<file path="config.mk">
export PLATFORM = sky130hd
export DESIGN_NAME = mc_control
export DESIGN_NICKNAME = d
export VERILOG_FILES = /design/src/rtl/mc_control.sv
export SDC_FILE = /design/constraint.sdc
export NUM_CORES = 1
export LEC_CHECK = 0
export ABC_AREA = 0
export ABC_CLOCK_PERIOD_IN_PS = 3800
export BUFFER_PORTS_ARGS = -buffer_cell sky130_fd_sc_hd__buf_2
export CORE_UTILIZATION = 48
export CTS_BUF_LIST = sky130_fd_sc_hd__clkbuf_4
export CTS_CLUSTER_SIZE = 10
export DETAILED_ROUTE_END_ITERATION = 8
export PLACE_DENSITY = 0.87
export SYNTH_ARGS = -nofsm -noshare
export SYNTH_HDL_FRONTEND = slang
export SYNTH_SLANG_ARGS = --single-unit
</file>
<file path="constraint.sdc">
create_clock -name clk -period 3.8 [get_ports clk]
set_input_delay 0.76 -clock clk [delete_from_list [all_inputs] [get_ports clk]]
set_output_delay 0.76 -clock clk [all_outputs]
set_load 0.005 [all_outputs]
</file>
<file path="src/rtl/mc_control.sv">
// Multi-cycle main control FSM for the MIPS datapath: steps each instruction
// through fetch/decode/execute/memory/writeback and drives all datapath controls.
module mc_control (
  input  logic       clk,
  input  logic       reset,
  input  logic [5:0] opcode,
  input  logic [5:0] funct,
  input  logic       zero,
  input  logic       mem_ready,
  output logic       PC_we,
  output logic       IorD,
  output logic       Mem_read,
  output logic       Mem_write,
  output logic       IR_write,
  output logic       Reg_write,
  output logic       Mem_to_reg,
  output logic       Reg_dst,
  output logic       ALU_SrcA,
  output logic [2:0] ALU_SrcB,
  output logic       Ex_top,
  output logic [2:0] ALU_op,
  output logic [1:0] PC_source,
  output logic       illegal_op,
  output logic [3:0] state
);

  typedef enum logic [3:0] {
    S_FETCH    = 4'd0,
    S_DECODE   = 4'd1,
    S_MEM_ADDR = 4'd2,
    S_MEM_RD   = 4'd3,
    S_LOAD_WB  = 4'd4,
    S_MEM_WR   = 4'd5,
    S_R_EX     = 4'd6,
    S_R_WB     = 4'd7,
    S_BRANCH   = 4'd8,
    S_JUMP     = 4'd9,
    S_I_EX     = 4'd10,
    S_I_WB     = 4'd11
  } state_t;

  localparam logic [5:0] OP_RTYPE = 6'b000000;
  localparam logic [5:0] OP_J     = 6'b000010;
  localparam logic [5:0] OP_BEQ   = 6'b000100;
  localparam logic [5:0] OP_ADDI  = 6'b001000;
  localparam logic [5:0] OP_ANDI  = 6'b001100;
  localparam logic [5:0] OP_ORI   = 6'b001101;
  localparam logic [5:0] OP_LUI   = 6'b001111;
  localparam logic [5:0] OP_LW    = 6'b100011;
  localparam logic [5:0] OP_SW    = 6'b101011;

  localparam logic [5:0] FN_ADD = 6'b100000;
  localparam logic [5:0] FN_SUB = 6'b100010;
  localparam logic [5:0] FN_AND = 6'b100100;
  localparam logic [5:0] FN_OR  = 6'b100101;
  localparam logic [5:0] FN_SLT = 6'b101010;

  localparam logic [2:0] ALU_ADD  = 3'b000;
  localparam logic [2:0] ALU_SUB  = 3'b001;
  localparam logic [2:0] ALU_AND  = 3'b010;
  localparam logic [2:0] ALU_OR   = 3'b011;
  localparam logic [2:0] ALU_SLT  = 3'b100;
  localparam logic [2:0] ALU_PASS = 3'b101;

  localparam logic [2:0] SRCB_RT     = 3'd0;
  localparam logic [2:0] SRCB_FOUR   = 3'd1;
  localparam logic [2:0] SRCB_IMM    = 3'd2;
  localparam logic [2:0] SRCB_IMM_SH = 3'd3;
  localparam logic [2:0] SRCB_UPPER  = 3'd4;

  state_t state_q;
  state_t state_d;
  state_t cur;

  function automatic logic r_funct_ok(input logic [5:0] fn);
    return (fn == FN_ADD) || (fn == FN_SUB) || (fn == FN_AND) ||
           (fn == FN_OR)  || (fn == FN_SLT);
  endfunction

  function automatic logic [2:0] r_alu_op(input logic [5:0] fn);
    case (fn)
      FN_SUB:  return ALU_SUB;
      FN_AND:  return ALU_AND;
      FN_OR:   return ALU_OR;
      FN_SLT:  return ALU_SLT;
      default: return ALU_ADD;
    endcase
  endfunction

  // Unsupported encodings fall back to FETCH; DECODE flags that as illegal.
  function automatic state_t decode_next(input logic [5:0] op, input logic [5:0] fn);
    case (op)
      OP_LW, OP_SW:                      return S_MEM_ADDR;
      OP_RTYPE:                          return r_funct_ok(fn) ? S_R_EX : S_FETCH;
      OP_BEQ:                            return S_BRANCH;
      OP_J:                              return S_JUMP;
      OP_ADDI, OP_ANDI, OP_ORI, OP_LUI:  return S_I_EX;
      default:                           return S_FETCH;
    endcase
  endfunction

  always_ff @(posedge clk) begin
    if (reset) state_q <= S_FETCH;
    else       state_q <= state_d;
  end

  assign state = state_q;

  always_comb begin
    PC_we      = 1'b0;
    IorD       = 1'b0;
    Mem_read   = 1'b0;
    Mem_write  = 1'b0;
    IR_write   = 1'b0;
    Reg_write  = 1'b0;
    Mem_to_reg = 1'b0;
    Reg_dst    = 1'b0;
    ALU_SrcA   = 1'b0;
    ALU_SrcB   = SRCB_RT;
    Ex_top     = 1'b1;
    ALU_op     = ALU_ADD;
    PC_source  = 2'd0;
    illegal_op = 1'b0;
    state_d    = state_q;
    // Under reset the outputs decode as FETCH so the datapath sees a sane idle.
    cur        = reset ? S_FETCH : state_q;

    case (cur)
      S_FETCH: begin
        Mem_read = 1'b1;
        ALU_SrcB = SRCB_FOUR;
        IR_write = mem_ready;
        PC_we    = mem_ready;
        if (mem_ready) state_d = S_DECODE;
      end
      S_DECODE: begin
        ALU_SrcB   = SRCB_IMM_SH;
        state_d    = decode_next(opcode, funct);
        illegal_op = (state_d == S_FETCH);
      end
      S_MEM_ADDR: begin
        ALU_SrcA = 1'b1;
        ALU_SrcB = SRCB_IMM;
        state_d  = (opcode == OP_LW) ? S_MEM_RD : S_MEM_WR;
      end
      S_MEM_RD: begin
        Mem_read = 1'b1;
        IorD     = 1'b1;
        if (mem_ready) state_d = S_LOAD_WB;
      end
      S_LOAD_WB: begin
        Reg_write  = 1'b1;
        Mem_to_reg = 1'b1;
        state_d    = S_FETCH;
      end
      S_MEM_WR: begin
        Mem_write = 1'b1;
        IorD      = 1'b1;
        if (mem_ready) state_d = S_FETCH;
      end
      S_R_EX: begin
        ALU_SrcA = 1'b1;
        ALU_op   = r_alu_op(funct);
        state_d  = S_R_WB;
      end
      S_R_WB: begin
        Reg_write = 1'b1;
        Reg_dst   = 1'b1;
        state_d   = S_FETCH;
      end
      S_BRANCH: begin
        ALU_SrcA  = 1'b1;
        ALU_op    = ALU_SUB;
        PC_source = 2'd1;
        PC_we     = zero;
        state_d   = S_FETCH;
      end
      S_JUMP: begin
        PC_source = 2'd2;
        PC_we     = 1'b1;
        state_d   = S_FETCH;
      end
      S_I_EX, S_I_WB: begin
        // ALU operand selection stays put across writeback so ALUOut is stable.
        if (cur == S_I_EX) begin
          ALU_SrcA = 1'b1;
          state_d  = S_I_WB;
        end else begin
          Reg_write = 1'b1;
          state_d   = S_FETCH;
        end
        case (opcode)
          OP_ADDI: begin ALU_SrcB = SRCB_IMM;   ALU_op = ALU_ADD; end
          OP_ANDI: begin ALU_SrcB = SRCB_IMM;   ALU_op = ALU_AND; if (cur == S_I_EX) Ex_top = 1'b0; end
          OP_ORI:  begin ALU_SrcB = SRCB_IMM;   ALU_op = ALU_OR;  if (cur == S_I_EX) Ex_top = 1'b0; end
          OP_LUI:  begin ALU_SrcB = SRCB_UPPER; ALU_op = ALU_PASS; end
          default: ;
        endcase
      end
      default: state_d = S_FETCH;
    endcase

    if (reset) begin
      PC_we      = 1'b0;
      IR_write   = 1'b0;
      Reg_write  = 1'b0;
      Mem_write  = 1'b0;
      Mem_read   = 1'b0;
      illegal_op = 1'b0;
    end
  end

endmodule

</file>
==> flow_summary.yaml <==
layout:
  largest_reg_flops: 4
  num-nets-final: 163
  diodes: 0
  final_cell_mix: "38 x buf_2, 19 x nor2_1, 8 x nand2_1"
  post-route-cell-area_sq_um: 886
  areaGrowthSynthToFinish_pct: 30.9
  finalCoreUtilization_pct: 68.1
  post_route_cells_drive_above_1_share_pct: 31.0
  layout.cells.most_common: "buf_2"
synth:
  syn-mean-instance-area_sq_um: 6.10
  synthDistinctLibCells: 33
  synth-edff-count: 0
  postSynth.asyncResetShare_pct: 0
  postSynthRegisterBits: 4
  syn_nets: 127
  count_of_mapped_cells_out_of_synthesis: 111
  ys.warnings.count: 0
  synth_flop_cell: "dfxtp_1"
  seq_area_frac_synth_pct: 11.8
  post_synth_instance_area_sq_um: 677
critical_path:
  critical_path_required_ns: 3.04
  timing.reg2reg.worst_path_depth: 4
  critical_path.startpoint_type: "flop"
  path_buf_inv: 1
  crit_family: "simple AND/OR/NAND/NOR gates"
  critical_path.max_stage_delay_ns: 0.51
  rr_endpoint: "state[0]"
  reg2reg_from: "state[3]"
  worst_setup_path_category: "reg2out"
  path_cells: "nand3b_1, or4_4, or4b_1, o21ai_0, buf_2"
  timing.critical_path.slowest_stage_cell: "or4_4"
  worst-path-max-fanout: 22
  critical_path_endpoint_category: "primary output"
  rrSetupSlack_ns: 2.20
  critical_path_arrival_ns: 2.23
floorplanning:
  dieArea_sq_um: 1560
  core_area_sq_um: 1300
  num_rows: 13
  start_util_pct: 52.0
  vertical_extent_of_the_die_um: 39.6
  ios: 39
  die_width_um: 39.6
hold_path:
  timing.hold.worst.start: "state[0]"
  hp-class: "reg2reg"
  hold_critical_path_depth: 1
  whs_endpoint: "state[3]"
timing:
  finalHoldWorstSlack_ns: 0.708
  layout_worst_path_cycle_share_pct: 78.8
  grt_setup_unrepaired: "false"
  min_period_ns: 2.99
  finalMaxSlewViolations: 0
  timing.final.ws_setup_ns: 0.805
  hold_viol_final: 0
  timing.slew.headroom_pct: 57.9
  timing_worst_slew_pin_value_ns: 0.631
  worst_clock_skew_ns: 0.00148
  setup_violations: 0
  setup-tns-final_ns: 0
  clock.fmax_ghz: 0.334
clock_tree:
  cts_tree: "yes"
  post_cts_setup_buffer_count: 0
  cts_buffers: 3
  worstSkewPairLatency_ns: 0.23
  max-clock-path-buffers: 2
  cts.repair.resized: 0
  clkSinkCount: 4
  cts_htree_levels: 1
  clock-root-buffer: "clkbuf_4"
  path_clk_slew_ns: 0.03
  hold_buffers: 0
placed_design:
  hpwl_um: 1520
  portBuffers: 38
  pre_cts_ws_ns: 0.867
  postPlaceCellArea_sq_um: 863
  replace_congestion: 0.828
route:
  via_count: 918
  drc: 0
  post_drt_wl_per_cell_um: 12.2
  drt_first_pass_iters: 4
  ant_nets: 0
  drtIter0Drc: 24
  wirelength_um: 1960
  vias_per_cell: 5.74
grt:
  grt_first_pass_wirelength_um: 2900
  first_global_vias: 710
  largest_net_degree_at_the_start_of_global_routing: 23
  globalRoute.totalOverflow: 0
  number_of_antenna_violations_at_the_first_check_in_global_routing: 0
  global_route.usage.total_pct: 26.4
power:
  cellLeakagePower_nw: 0.439
  power-per-cell-area_nw_per_um2: 169
  ir_worst_vdd_mv: 0.156
job:
  drv_cap: 0
status:
  outcome: "finished clean"
stage by stage:
stage	cells	power (W)
after floorplan	111	0.0000787
after global routing	160	0.000161
after CTS	160	0.000153
final	160	0.000150
after global placement	157	0.0000985
after detailed placement	157	0.0000999
kinds of logic (layout without fill, tap and decap cells):
group	Yosys count	in the layout	share of synthesized area (%)
and+or+nand+nor	67	67	52.5
AOI/OAI and AO/OA	23	23	22.0
buffers and inverters	12	46	6.65
DFF	4	4	11.8
xor gates and xnor gates	2	2	2.59
muxes	2	2	2.96
adders and majority gates	1	1	1.48
worst reg2reg max path: stages, from the launching register on:
cell     delay, ns
dfxtp_1       0.71
maj3_1        0.27
nor2_1        0.04
o31a_1        0.29
a21o_1        0.17
layout make-up:
| class | count | area (sq um) |
|---|---|---|
| repair buffers | 39 | 198 |
| well taps | 15 | 18.8 |
| inverters | 4 | 15.0 |
| clock buffers | 3 | 22.5 |
| fillers | 118 | 415 |
| flip-flops and latches | 4 | 80.1 |
| multi-input cells | 95 | 552 |
Yosys cell counts, drive strengths merged (3+ instances only):
master	n	area (sq um)
and3	5	31.3
nand2b	3	18.8
or3	3	18.8
nand2	8	30.0
nand3b	3	22.5
inv	4	15.0
clkbuf	8	30.0
nand3	7	35.0
dfxtp	4	80.1
nor2	19	71.3
a21oi	4	20.0
o22ai	3	18.8
nor3	7	35.0
o21ai	7	35.0
per-layer routing:
layer / global-route usage (%) / routed length (um)
met5: 0 / 0
met4: 7.76 / 0
met2: 46.7 / 988
met3: 0 / 90
met1: 34.3 / 878
worst max path at each step:
stage / startpoint / cells after the start / end / slack, ns
6_report: state[3] / 5 / ALU_op[1] / 0.81
5_1_grt: state[2] / 5 / ALU_op[1] / 0.66
4_1_cts: state[3] / 5 / ALU_op[1] / 0.80
3_5_place_dp: reset / 5 / ALU_op[1] / 0.87
3_3_place_gp: reset / 5 / ALU_op[1] / 0.89
2_1_floorplan: funct[4] / 4 / ALU_op[1] / 1.14
where the power goes:
part	internal [W]	switching (W)	total (W)
logic	0.0000233	0.0000279	0.0000512
clock network	0.0000351	0.0000144	0.0000495
registers	0.0000436	0.00000529	0.0000488
total	0.000102	0.0000476	0.000150
Note: power is estimated with default switching activity, not from simulation.
